**src/rtl/proj_select_ctrl_if.sv**
```systemverilog
// Wishbone slave-side bus bundle for proj_select_ctrl.
// The slave modport is used by the controller; the master modport is used by whatever drives the bus.
interface proj_select_ctrl_if;
    logic        wbs_stb_i;
    logic        wbs_cyc_i;
    logic        wbs_we_i;
    logic [3:0]  wbs_sel_i;
    logic [31:0] wbs_adr_i;
    logic [31:0] wbs_dat_i;
    logic        wbs_ack_o;
    logic [31:0] wbs_dat_o;

    modport slave (
        input  wbs_stb_i, wbs_cyc_i, wbs_we_i, wbs_sel_i, wbs_adr_i, wbs_dat_i,
        output wbs_ack_o, wbs_dat_o
    );

    modport master (
        output wbs_stb_i, wbs_cyc_i, wbs_we_i, wbs_sel_i, wbs_adr_i, wbs_dat_i,
        input  wbs_ack_o, wbs_dat_o
    );
endinterface

```
**src/rtl/proj_select_ctrl.sv**
```systemverilog
// Selects which user project drives the shared outputs, with a break-before-make guard.
// Optional macro PROJ_SELECT_LA_OVERRIDE_EN lets the logic analyzer take over the target.
module proj_select_ctrl #(
    parameter int          NUM_PROJECTS = 8,
    parameter int          GUARD_CYCLES = 4,
    parameter logic [31:0] BASE_ADDR    = 32'h3000_0000
) (
    input  logic                    wb_clk_i,
    input  logic                    wb_rst_ni,
    proj_select_ctrl_if.slave       wbs,
    input  logic                    la_override_i,
    input  logic [4:0]              la_sel_i,
    output logic [NUM_PROJECTS-1:0] active_o
);
    typedef enum logic [1:0] {ST_IDLE, ST_ON, ST_DRAIN} state_e;

    state_e                  state_q, state_d;
    logic [4:0]              cur_q, cur_d;
    logic [7:0]              cnt_q, cnt_d;
    logic                    ctrl_en_q, ctrl_en_d;
    logic [4:0]              ctrl_sel_q, ctrl_sel_d;
    logic                    err_q, err_d;
    logic                    ack_q, ack_d;
    logic [31:0]             dat_q, dat_d;
    logic [NUM_PROJECTS-1:0] active_q, active_d;
    logic [NUM_PROJECTS-1:0] onehot_cur;

    logic       hit, acc, wr_ctrl, wr_stat;
    logic [5:0] offset;
    logic       tgt_valid;
    logic [4:0] tgt_idx;
    logic [31:0] status_word;
    logic       unused_ok;

    function automatic logic in_range(input logic [4:0] idx);
        return {27'b0, idx} < NUM_PROJECTS;
    endfunction

    assign hit     = wbs.wbs_cyc_i & wbs.wbs_stb_i & (wbs.wbs_adr_i[31:8] == BASE_ADDR[31:8]);
    assign acc     = hit & ~ack_q;
    assign offset  = wbs.wbs_adr_i[7:2];
    assign wr_ctrl = acc & wbs.wbs_we_i & (offset == 6'd0);
    assign wr_stat = acc & wbs.wbs_we_i & (offset == 6'd1);

    // CUR field only meaningful while a project is actually enabled
    assign status_word = {21'b0, err_q, (state_q == ST_DRAIN), (state_q == ST_ON), 3'b0,
                          (state_q == ST_ON) ? cur_q : 5'd0};

    assign unused_ok = &{1'b0, wbs.wbs_sel_i, wbs.wbs_adr_i[1:0], wbs.wbs_dat_i,
                         la_override_i, la_sel_i};

    always_comb begin
        ctrl_en_d  = ctrl_en_q;
        ctrl_sel_d = ctrl_sel_q;
        err_d      = err_q;
        ack_d      = hit & ~ack_q;
        dat_d      = 32'h0;
        if (wr_ctrl) begin
            if (wbs.wbs_dat_i[31] && !in_range(wbs.wbs_dat_i[4:0])) begin
                err_d = 1'b1;
            end else begin
                ctrl_en_d  = wbs.wbs_dat_i[31];
                ctrl_sel_d = wbs.wbs_dat_i[4:0];
            end
        end
        if (wr_stat && wbs.wbs_dat_i[10]) begin
            err_d = 1'b0;
        end
        if (acc && !wbs.wbs_we_i) begin
            case (offset)
                6'd0:    dat_d = {ctrl_en_q, 26'b0, ctrl_sel_q};
                6'd1:    dat_d = status_word;
                default: dat_d = 32'h0;
            endcase
        end
    end

    always_comb begin
        tgt_valid = ctrl_en_q;
        tgt_idx   = ctrl_sel_q;
`ifdef PROJ_SELECT_LA_OVERRIDE_EN
        // out-of-range analyzer index means "nothing selected", not an error
        if (la_override_i) begin
            tgt_idx   = la_sel_i;
            tgt_valid = in_range(la_sel_i);
        end
`else
`endif
    end

    always_comb begin
        state_d = state_q;
        cur_d   = cur_q;
        cnt_d   = cnt_q;
        case (state_q)
            ST_IDLE: begin
                if (tgt_valid) begin
                    state_d = ST_ON;
                    cur_d   = tgt_idx;
                end
            end
            ST_ON: begin
                if (!tgt_valid || (tgt_idx != cur_q)) begin
                    state_d = ST_DRAIN;
                    cnt_d   = 8'(GUARD_CYCLES - 1);
                end
            end
            ST_DRAIN: begin
                // target may change mid-guard; the count keeps running regardless
                if (cnt_q == 8'd0) begin
                    if (tgt_valid) begin
                        state_d = ST_ON;
                        cur_d   = tgt_idx;
                    end else begin
                        state_d = ST_IDLE;
                    end
                end else begin
                    cnt_d = cnt_q - 8'd1;
                end
            end
            default: state_d = ST_IDLE;
        endcase
    end

    for (genvar gi = 0; gi < NUM_PROJECTS; gi++) begin : g_onehot
        assign onehot_cur[gi] = (cur_d == 5'(gi));
    end

    assign active_d = (state_d == ST_ON) ? onehot_cur : '0;

    always_ff @(posedge wb_clk_i or negedge wb_rst_ni) begin
        if (!wb_rst_ni) begin
            state_q    <= ST_IDLE;
            cur_q      <= 5'd0;
            cnt_q      <= 8'd0;
            ctrl_en_q  <= 1'b0;
            ctrl_sel_q <= 5'd0;
            err_q      <= 1'b0;
            ack_q      <= 1'b0;
            dat_q      <= 32'h0;
            active_q   <= '0;
        end else begin
            state_q    <= state_d;
            cur_q      <= cur_d;
            cnt_q      <= cnt_d;
            ctrl_en_q  <= ctrl_en_d;
            ctrl_sel_q <= ctrl_sel_d;
            err_q      <= err_d;
            ack_q      <= ack_d;
            dat_q      <= dat_d;
            active_q   <= active_d;
        end
    end

    assign wbs.wbs_ack_o = ack_q;
    assign wbs.wbs_dat_o = dat_q;
    assign active_o      = active_q;
endmodule

```
**src/flat_wrapper.sv**
```systemverilog
// flat-port wrapper written by rule: the top's interface ports become plain ports
module proj_select_ctrl_flat 
#(
    parameter int          NUM_PROJECTS = 8,
    parameter int          GUARD_CYCLES = 4,
    parameter logic [31:0] BASE_ADDR    = 32'h3000_0000
)
  (wb_clk_i, wb_rst_ni, la_override_i, la_sel_i, active_o, wbs_wbs_stb_i, wbs_wbs_cyc_i, wbs_wbs_we_i, wbs_wbs_sel_i, wbs_wbs_adr_i, wbs_wbs_dat_i, wbs_wbs_ack_o, wbs_wbs_dat_o);
  proj_select_ctrl_if wbs_i ();
  input  logic wb_clk_i;
  input  logic wb_rst_ni;
  input  logic la_override_i;
  input  logic [4:0] la_sel_i;
  output logic [NUM_PROJECTS-1:0] active_o;
  input wire logic [$bits(wbs_i.wbs_stb_i)-1:0] wbs_wbs_stb_i;
  input wire logic [$bits(wbs_i.wbs_cyc_i)-1:0] wbs_wbs_cyc_i;
  input wire logic [$bits(wbs_i.wbs_we_i)-1:0] wbs_wbs_we_i;
  input wire logic [$bits(wbs_i.wbs_sel_i)-1:0] wbs_wbs_sel_i;
  input wire logic [$bits(wbs_i.wbs_adr_i)-1:0] wbs_wbs_adr_i;
  input wire logic [$bits(wbs_i.wbs_dat_i)-1:0] wbs_wbs_dat_i;
  output wire logic [$bits(wbs_i.wbs_ack_o)-1:0] wbs_wbs_ack_o;
  output wire logic [$bits(wbs_i.wbs_dat_o)-1:0] wbs_wbs_dat_o;
  assign wbs_i.wbs_stb_i = wbs_wbs_stb_i;
  assign wbs_i.wbs_cyc_i = wbs_wbs_cyc_i;
  assign wbs_i.wbs_we_i = wbs_wbs_we_i;
  assign wbs_i.wbs_sel_i = wbs_wbs_sel_i;
  assign wbs_i.wbs_adr_i = wbs_wbs_adr_i;
  assign wbs_i.wbs_dat_i = wbs_wbs_dat_i;
  assign wbs_wbs_ack_o = wbs_i.wbs_ack_o;
  assign wbs_wbs_dat_o = wbs_i.wbs_dat_o;
  proj_select_ctrl #(.NUM_PROJECTS(NUM_PROJECTS), .GUARD_CYCLES(GUARD_CYCLES), .BASE_ADDR(BASE_ADDR)) u_core (.wb_clk_i(wb_clk_i), .wb_rst_ni(wb_rst_ni), .wbs(wbs_i), .la_override_i(la_override_i), .la_sel_i(la_sel_i), .active_o(active_o));
endmodule
```
**config.mk**
```make
export PLATFORM = sky130hd
export DESIGN_NAME = proj_select_ctrl_flat
export DESIGN_NICKNAME = d
export VERILOG_FILES = /design/src/rtl/proj_select_ctrl_if.sv /design/src/rtl/proj_select_ctrl.sv /design/src/flat_wrapper.sv
export SDC_FILE = /design/constraint.sdc
export NUM_CORES = 1
export LEC_CHECK = 0
export ABC_AREA = 1
export BUFFER_PORTS_ARGS = -buffer_cell sky130_fd_sc_hd__buf_4
export CAP_MARGIN = 10
export CORE_MARGIN = 2
export CORE_UTILIZATION = 49
export CTS_CLUSTER_DIAMETER = 30
export DETAILED_ROUTE_END_ITERATION = 10
export PLACE_DENSITY = 0.89
export SYNTH_ARGS = -nofsm -noshare
export SYNTH_HDL_FRONTEND = slang
export SYNTH_SLANG_ARGS = --single-unit
```
**constraint.sdc**
```tcl
create_clock -name wb_clk_i -period 2.8 [get_ports wb_clk_i]
set_input_delay 0.7 -clock wb_clk_i [delete_from_list [all_inputs] [get_ports wb_clk_i]]
set_output_delay 0.7 -clock wb_clk_i [all_outputs]
set_load 0.02 [all_outputs]
```
==> results.md, run 1 <==
- Detail Route Antenna Nets: 0
- Die Wd: between 70 and 80 µm
- Share of layout cells above drive strength 1: a little over a quarter
- Status: finished, final reports clean
- Routability congestion estimate: 0.9362
- Hold Fails Final Rpt: 0
- Fmax: approximately 540 MHz
- Worst-case clock skew: 3.552 ps
- Final Max Tran Viols: 0
- Max-cap violations: 0
- Post_cts resized: 0
- Leakage: roughly 1.5 nW
- Setup crit start kind: input pin
- Final setup violation count: 0
- IO buf count: a little under 60
- Arr. time, crit path: about 2000 ps
- Setup crit end kind: flop
- Count of cell types in the netlist: 32
- Hold slack: approximately 370 ps
- Number of global-route vias before repair: ~2000
- Busiest grt layer: met2
- CTS clk-pin slew, worst paths: around 70 ps
- Final worst setup slack: ~960 ps
- First-pass GRT wire length: around 8300 µm
- Clock Root Buffer: clkbuf_8
- Syn_area_per_cell: approximately 8.0 µm²
- Final min period: around 1800 ps
- Yosys warns: 0
- Grt met1 use: between 20% and 30%
- CTS Buffer Depth: 2
- #FFs+latches synth: 40
- Iteration-0 DRC Markers: 224
- Pin count of the biggest net entering global routing: roughly 40
- Cell count after placement: between 300 and 400
- RSZ-0062 raised after global routing: false
- Die Ht: about 73 µm
- Reg2reg start: u_core.cnt_q[0]
- Pwr dens: ~460 nW/µm²
- Multi-input logic area: 1065 µm²
- Initial antenna violation count: 0
- Fillers: approximately 390
- GRT overflow: 0
- Post-placement setup slack: between 600 and 700 ps
- CTS tree: yes
- Synth area leaders: dfrtp_1 (44%), nand2_1 (9.0%), buf_4 (7.8%), nor2_1 (6.0%), inv_1 (5.2%)
- Final period utilization: 65.89%
- Top cell type's share of synthesized area: between 40 and 50%
- Post-synth top area cell: dfrtp_1
- Total negative slack: 0 ps
- Area growth, synth to finish: 21.81%
- Most frequent cell after synthesis: nand2_1
- Final net count: approximately 430
- DRC Markers: 0
- Rows: 24
- Wire per inst: roughly 12 µm
- # hold bufs at CTS: 0
- Core box area: ~4400 µm²
- TritonRoute pass-1 iters: 4
- Starting Density: between 50% and 60%
- Main synth FF type: dfrtp_1
- WL final: ~4800 µm
- Clock Sink Count: 40
- Syn Std Cell Area: between 2000 and 2500 µm²
- Post-synth ARST share: 100.0%
- Total chip power: ~0.0013 W
- Via Count: 1992
- Met2 usage: between 30 and 40%
- Total Routing Usage GR: between 20% and 30%
- Diodes inserted: 0
- CTS Buf Count: 5
- Seq/Total Area, Yosys: 43.50%
- Crit-path max FO: 11
- Maximum VDD drop: around 0.24 mV
- Non-filler instance count after layout: just over 400
- Die area: ~5300 µm²
- I/O pin cnt: 120
- Clock Latency Late Sink: 290 ps
- Critical path class: input pin to flop
- Setup bufs post-CTS: 0
- EDFF count, synth: 0
- Most instantiated cells after synthesis: nand2_1 (55), dfrtp_1 (40), nor2_1 (37)
- Htree depth: 2
- Seq. cell area: approximately 1000 µm²
- Worst hold path class: input pin to asynchronous set/reset pin
- Met3 Usage GRT: around 5.1%
- Crit path from: wbs_wbs_adr_i[4]
- Vias/cell: 4.943
- Detailed placer's ending HPWL: about 3800 µm
- Synthesized instance count: ~290
- CP Data Required Time: just under 3000 ps
-- logic make-up (layout without fill, tap and decap cells) --
logic type,after synthesis,in the layout,synth area share (%)
adders and majority gates,1,1,0.5437
other,1,23,0.1630
and+or+nand+nor,151,151,32.14
DFF,40,40,43.50
buffers and inverters,60,101,13.81
AOI/OAI and AO/OA,30,30,7.939
xor gates and xnor gates,5,5,1.903
-- flip-flops by register name, summed over array words and instances, names as in the netlist --
register              cells
u_core.active_o           8
u_core.cnt_q              8
u_core.ctrl_en_q          1
u_core.ctrl_sel_q         5
u_core.cur_q              5
u_core.err_q              1
u_core.state_q            2
u_core.wbs.wbs_ack_o      1
u_core.wbs.wbs_dat_o      9
-- per-stage QoR --
| stage | area, µm² | util, % |
|---|---|---|
| finish | 2803 | 63.06 |
| global route | 2803 | 63.06 |
| CTS | 2803 | 63.06 |
| detailed placement | 2706 | 60.90 |
| global placement | 2706 | 60.90 |
| floorplan | 2384 | - |
-- metal layers --
layer | share of wire, % | wire (µm)
met3 | 7.1 | 344
met2 | 51 | 2466
met4 | 1.1 | 51
met5 | 0 | 0
met1 | 41 | 1953
-- final timing paths --
check,endpoint,cells past startpoint,slack (ps)
max,u_core.ctrl_sel_q[1],7,960
max in group asynchronous,u_core.cnt_q[2],1,2090
min,u_core.wbs.wbs_dat_o[9],1,370
min in group wb_clk_i,u_core.cnt_q[0],1,520
max reg2reg,u_core.active_o[6],8,1080
min reg2reg,u_core.cnt_q[0],1,520
-- layout make-up --
cell class                 count  share of cell area [%]
multi-input combinational    210                   37.99
sequential                    40                   35.71
timing repair buffer          59                   15.80
inverter                      35                   4.732
clock buffer                   7                   3.437
tap                           52                   2.321
-- power breakdown --
| part | internal [W] | leakage, nW | switching (W) |
|---|---|---|---|
| Sequential | 0.000590 | 0.538 | 0.0000136 |
| Clock | 0.000219 | 0.0503 | 0.000187 |
| Combinational | 0.0000952 | 0.897 | 0.000177 |
| Total | 0.000904 | 1.49 | 0.000377 |
-- placed cells by master (no fill, tap or decap), types with 4 or more instances in the layout --
master / instances
buf_4: 59
nand2_1: 55
dfrtp_1: 40
nor2_1: 37
inv_1: 32
conb_1: 23
nand3_1: 18
nor3_1: 10
o21ai_0: 9
a21oi_1: 7
clkbuf_8: 7
nor2_2: 6
nand2_2: 6
o21ai_1: 6
nand4_1: 5
xor2_1: 5
nand2_4: 4
-- worst max-delay path: stages --
cell	delay [ps]
buf_4	110
nor2_1	90
nand3_1	150
nor2_2	300
nand4_1	410
nand2_1	180
o21ai_1	70
(Power assumes the default switching activity.)
==> inputs of run 2 (changes only) <==
- ABC_AREA: 1 -> 0
- CORE_UTILIZATION: 49 -> 40
- PLACE_DENSITY: 0.89 -> 0.79
- clock period: 2.8 -> 1.53 ns (I/O delays scaled with it)
==> results.md, run 2 <==
- Status: finished with violations (was finished, final reports clean)
- Failing checks: negative setup slack
- Fillers: 386 (was 387)
- Most instantiated cells after synthesis: dfrtp_1 (40), buf_4 (23), nor2_1 (13) (was nand2_1 (55), dfrtp_1 (40), nor2_1 (37))
- CTS Buf Count: 5 (unchanged)
- Final period utilization: 128.2%
- Detail Route Antenna Nets: 0 (unchanged)
- Arr. time, crit path: 2170 ps (was 2010 ps)
- Synthesized instance count: 212 (was 288)
- Die Ht: 77.63 µm (was 72.53 µm)
- Crit-path max FO: 3 (was 11)
- Clock Root Buffer: clkbuf_8 (unchanged)
- Most common cell after layout, fill and taps aside: buf_4 (unchanged)
- Worst r2r dst: u_core.active_o[2] (was u_core.active_o[6])
- Main synth FF type: dfrtp_1 (unchanged)
- Final min period: just under 2000 ps
- Rows: 26 (was 24)
- Total chip power: 0.001965 W (was 0.001281 W)
- Total Routing Usage GR: 19.54% (was 20.63%)
- Iteration-0 DRC Markers: 107 (was 224)
- EDFF count, synth: 0 (unchanged)
- Detailed placer's ending HPWL: 4072 µm (was 3787 µm)
- Area growth, synth to finish: 63.65% (was 21.81%)
- RSZ-0062 raised after global routing: true (was false)
- CP Data Required Time: 1740 ps (was 2970 ps)
- Pin count of the biggest net entering global routing: 41 (unchanged)
- Share of layout cells above drive strength 1: 56.08% (was 27.07%)
- Slew HR: between 60 and 70%
- Top cell type's share of synthesized area: 46.16% (was 43.50%)
- CTS Buffer Depth: 2 (unchanged)
- Pwr dens: 553.8 nW/µm² (was 457.2 nW/µm²)
- I/O pin cnt: 120 (unchanged)
- Max-cap violations: 0 (unchanged)
- Final net count: 416 (was 431)
- #FFs+latches synth: 40 (unchanged)
- Reg2reg start: u_core.cnt_q[1] (was u_core.cnt_q[0])
- Critical path class: flop to flop (was input pin to flop)
- Initial antenna violation count: 0 (unchanged)
- Diodes inserted: 0 (unchanged)
- Most frequent cell after synthesis: dfrtp_1 (was nand2_1)
- Wire per inst: 14.49 µm (was 11.95 µm)
- Clock Latency Late Sink: 300 ps (was 290 ps)
- Post-synth top area cell: dfrtp_1 (unchanged)
- Final setup violation count: 34 (was 0)
- Die Wd: 77.63 µm (was 72.53 µm)
- Most frequent cells in the layout: buf_4 (114), dfrtp_1 (39), conb_1 (23) (was buf_4 (59), nand2_1 (55), dfrtp_1 (40))
- Max reg flops: 9 (unchanged)
- Vias/cell: 5.059 (was 4.943)
- First-pass GRT wire length: 9218 µm (was 8321 µm)
- GRT overflow: 0 (unchanged)
- FF-to-FF setup slack: -430 ps (was 1080 ps)
- TritonRoute pass-1 iters: 4 (unchanged)
- Routability congestion estimate: 0.8381 (was 0.9362)
- Count of cell types in the netlist: 43 (was 32)
- Worst-case clock skew: 9.626 ps (was 3.552 ps)
- Leakage: 1.681 nW (was 1.486 nW)
- Yosys warns: 0 (unchanged)
- Total negative slack: -7581 ps (was 0 ps)
- Synth area leaders: dfrtp_1 (46%), buf_4 (8.0%), mux2_1 (4.7%), a221oi_1 (3.2%), xor2_1 (2.8%) (was dfrtp_1 (44%), nand2_1 (9.0%), buf_4 (7.8%), nor2_1 (6.0%), inv_1 (5.2%))
- Syn_area_per_cell: 10.23 µm² (was 7.989 µm²)
- CTS tree: yes (unchanged)
- Hold Fails Final Rpt: 0 (unchanged)
- Worst Reg-to-Reg Cells: 7 (was 8)
- Core box area: 5172 µm² (was 4444 µm²)
- Post-synth ARST share: 100.0% (unchanged)
- Seq/Total Area, Yosys: 46.16% (was 43.50%)
- Htree depth: 2 (unchanged)
- IO buf count: 59 (unchanged)
- Clock Sink Count: 40 (unchanged)
- Worst-Margin Slew: ~550 ps
- Maximum VDD drop: 0.3755 mV (was 0.2371 mV)
- WL final: 5898 µm (was 4815 µm)
- Setup crit end kind: flop (unchanged)
- Worst hold path class: input pin to asynchronous set/reset pin (unchanged)
- Final worst setup slack: -430.7 ps (was 955.2 ps)
- CTS clk-pin slew, worst paths: 80 ps (was 70 ps)
- Setup crit start kind: flop (was input pin)
- Final Max Tran Viols: 0 (unchanged)
- Die area: 6026 µm² (was 5260 µm²)
- Fmax: 510.0 MHz
- Syn Std Cell Area: 2168 µm² (was 2301 µm²)
- Via Count: 2059 (was 1992)
- DRC Markers: 0 (unchanged)
- Number of global-route vias before repair: 2076 (was 1982)
- Starting Density: 41.92% (was 51.77%)
run 2: changes by cell type in the layout (fill, tap and decap cells not counted), moves of 7 or more:
cell	change
a221oi_2	+7
buf_4	+55
buf_6	+10
inv_1	-27
nand2_1	-45
nand3_1	-11
nor2_1	-24
nor2b_1	+7
nor3_1	-8
run 2: layout make-up:
| class | count | area (µm²) | area share (%) |
|---|---|---|---|
| clock buffer | 5 | 68.82 | 1.939 |
| clock inverter | 3 | 23.77 | 0.6700 |
| inverter | 6 | 27.53 | 0.7757 |
| multi-input combinational | 158 | 1350 | 38.05 |
| sequential | 40 | 1002 | 28.24 |
| tap | 70 | 87.58 | 2.468 |
| timing repair buffer | 125 | 988.4 | 27.86 |
run 2: how the worst max path moves through the flow:
stage / from / to / slack, ps
finish: u_core.cnt_q[1] / u_core.active_o[2] / -430
global route: u_core.cnt_q[1] / u_core.active_o[3] / -550
CTS: u_core.cnt_q[0] / u_core.cur_q[0] / -380
detailed placement: u_core.cnt_q[0] / u_core.active_o[3] / -430
global placement: wbs_wbs_adr_i[15] / u_core.wbs.wbs_dat_o[8] / -370
floorplan: u_core.cnt_q[0] / u_core.active_o[0] / -400
run 2: metal layers:
metal	global-route usage (%)	vias up	wire [µm]
met3	4.419	10	266
met4	7.857	0	106
met1	22.21	1009	2333
li1	-	974	-
met5	0	-	0
met2	35.17	66	3191
run 2: timing repair:
item	in CTS	in global routing
pin swaps	12	15
hold buffers	0	0
buffers inserted	9	7
endpoints found under the setup margin	37	39
gates resized for setup	40	21
run 2: through the flow:
| stage | hold WS [ps] | cell area (µm²) | util, % | std cells | setup WS (ps) |
|---|---|---|---|---|---|
| final | 42.30 | 3548 | 68.60 | 407 | -430.7 |
| after global routing | 78.20 | 3548 | 68.60 | 407 | -546.1 |
| after CTS | 49.72 | 3406 | 65.84 | 401 | -379.2 |
| after detailed placement | 378.0 | 3043 | 58.83 | 384 | -426.4 |
| after global placement | 377.4 | 3043 | 58.83 | 384 | -373.7 |
| after floorplan | 86.91 | 2337 | - | 234 | -398.2 |
run 2: kinds of logic after synthesis:
logic type / synth area share (%)
and+or+nand+nor: 23.02
DFF: 46.16
buffers and inverters: 10.33
AOI/OAI and AO/OA: 10.56
xor gates and xnor gates: 4.040
muxes: 5.136
adders and majority gates: 0.5769
other: 0.1729
run 2: worst max-delay path, cell delays in order (launching register included):
cell and delay, ps:
dfrtp_1 380, inv_1 60, ha_2 200, or4b_4 500
o21ai_4 180, buf_6 120, nand4b_1 170, a221oi_2 270
run 2: power breakdown:
part / switching, W / internal [W] / total [W]
Sequential: 0.00000000000729 / 0.00106 / 0.00106
Clock: 0.000387 / 0.000322 / 0.000710
Combinational: 0.000112 / 0.0000868 / 0.000199
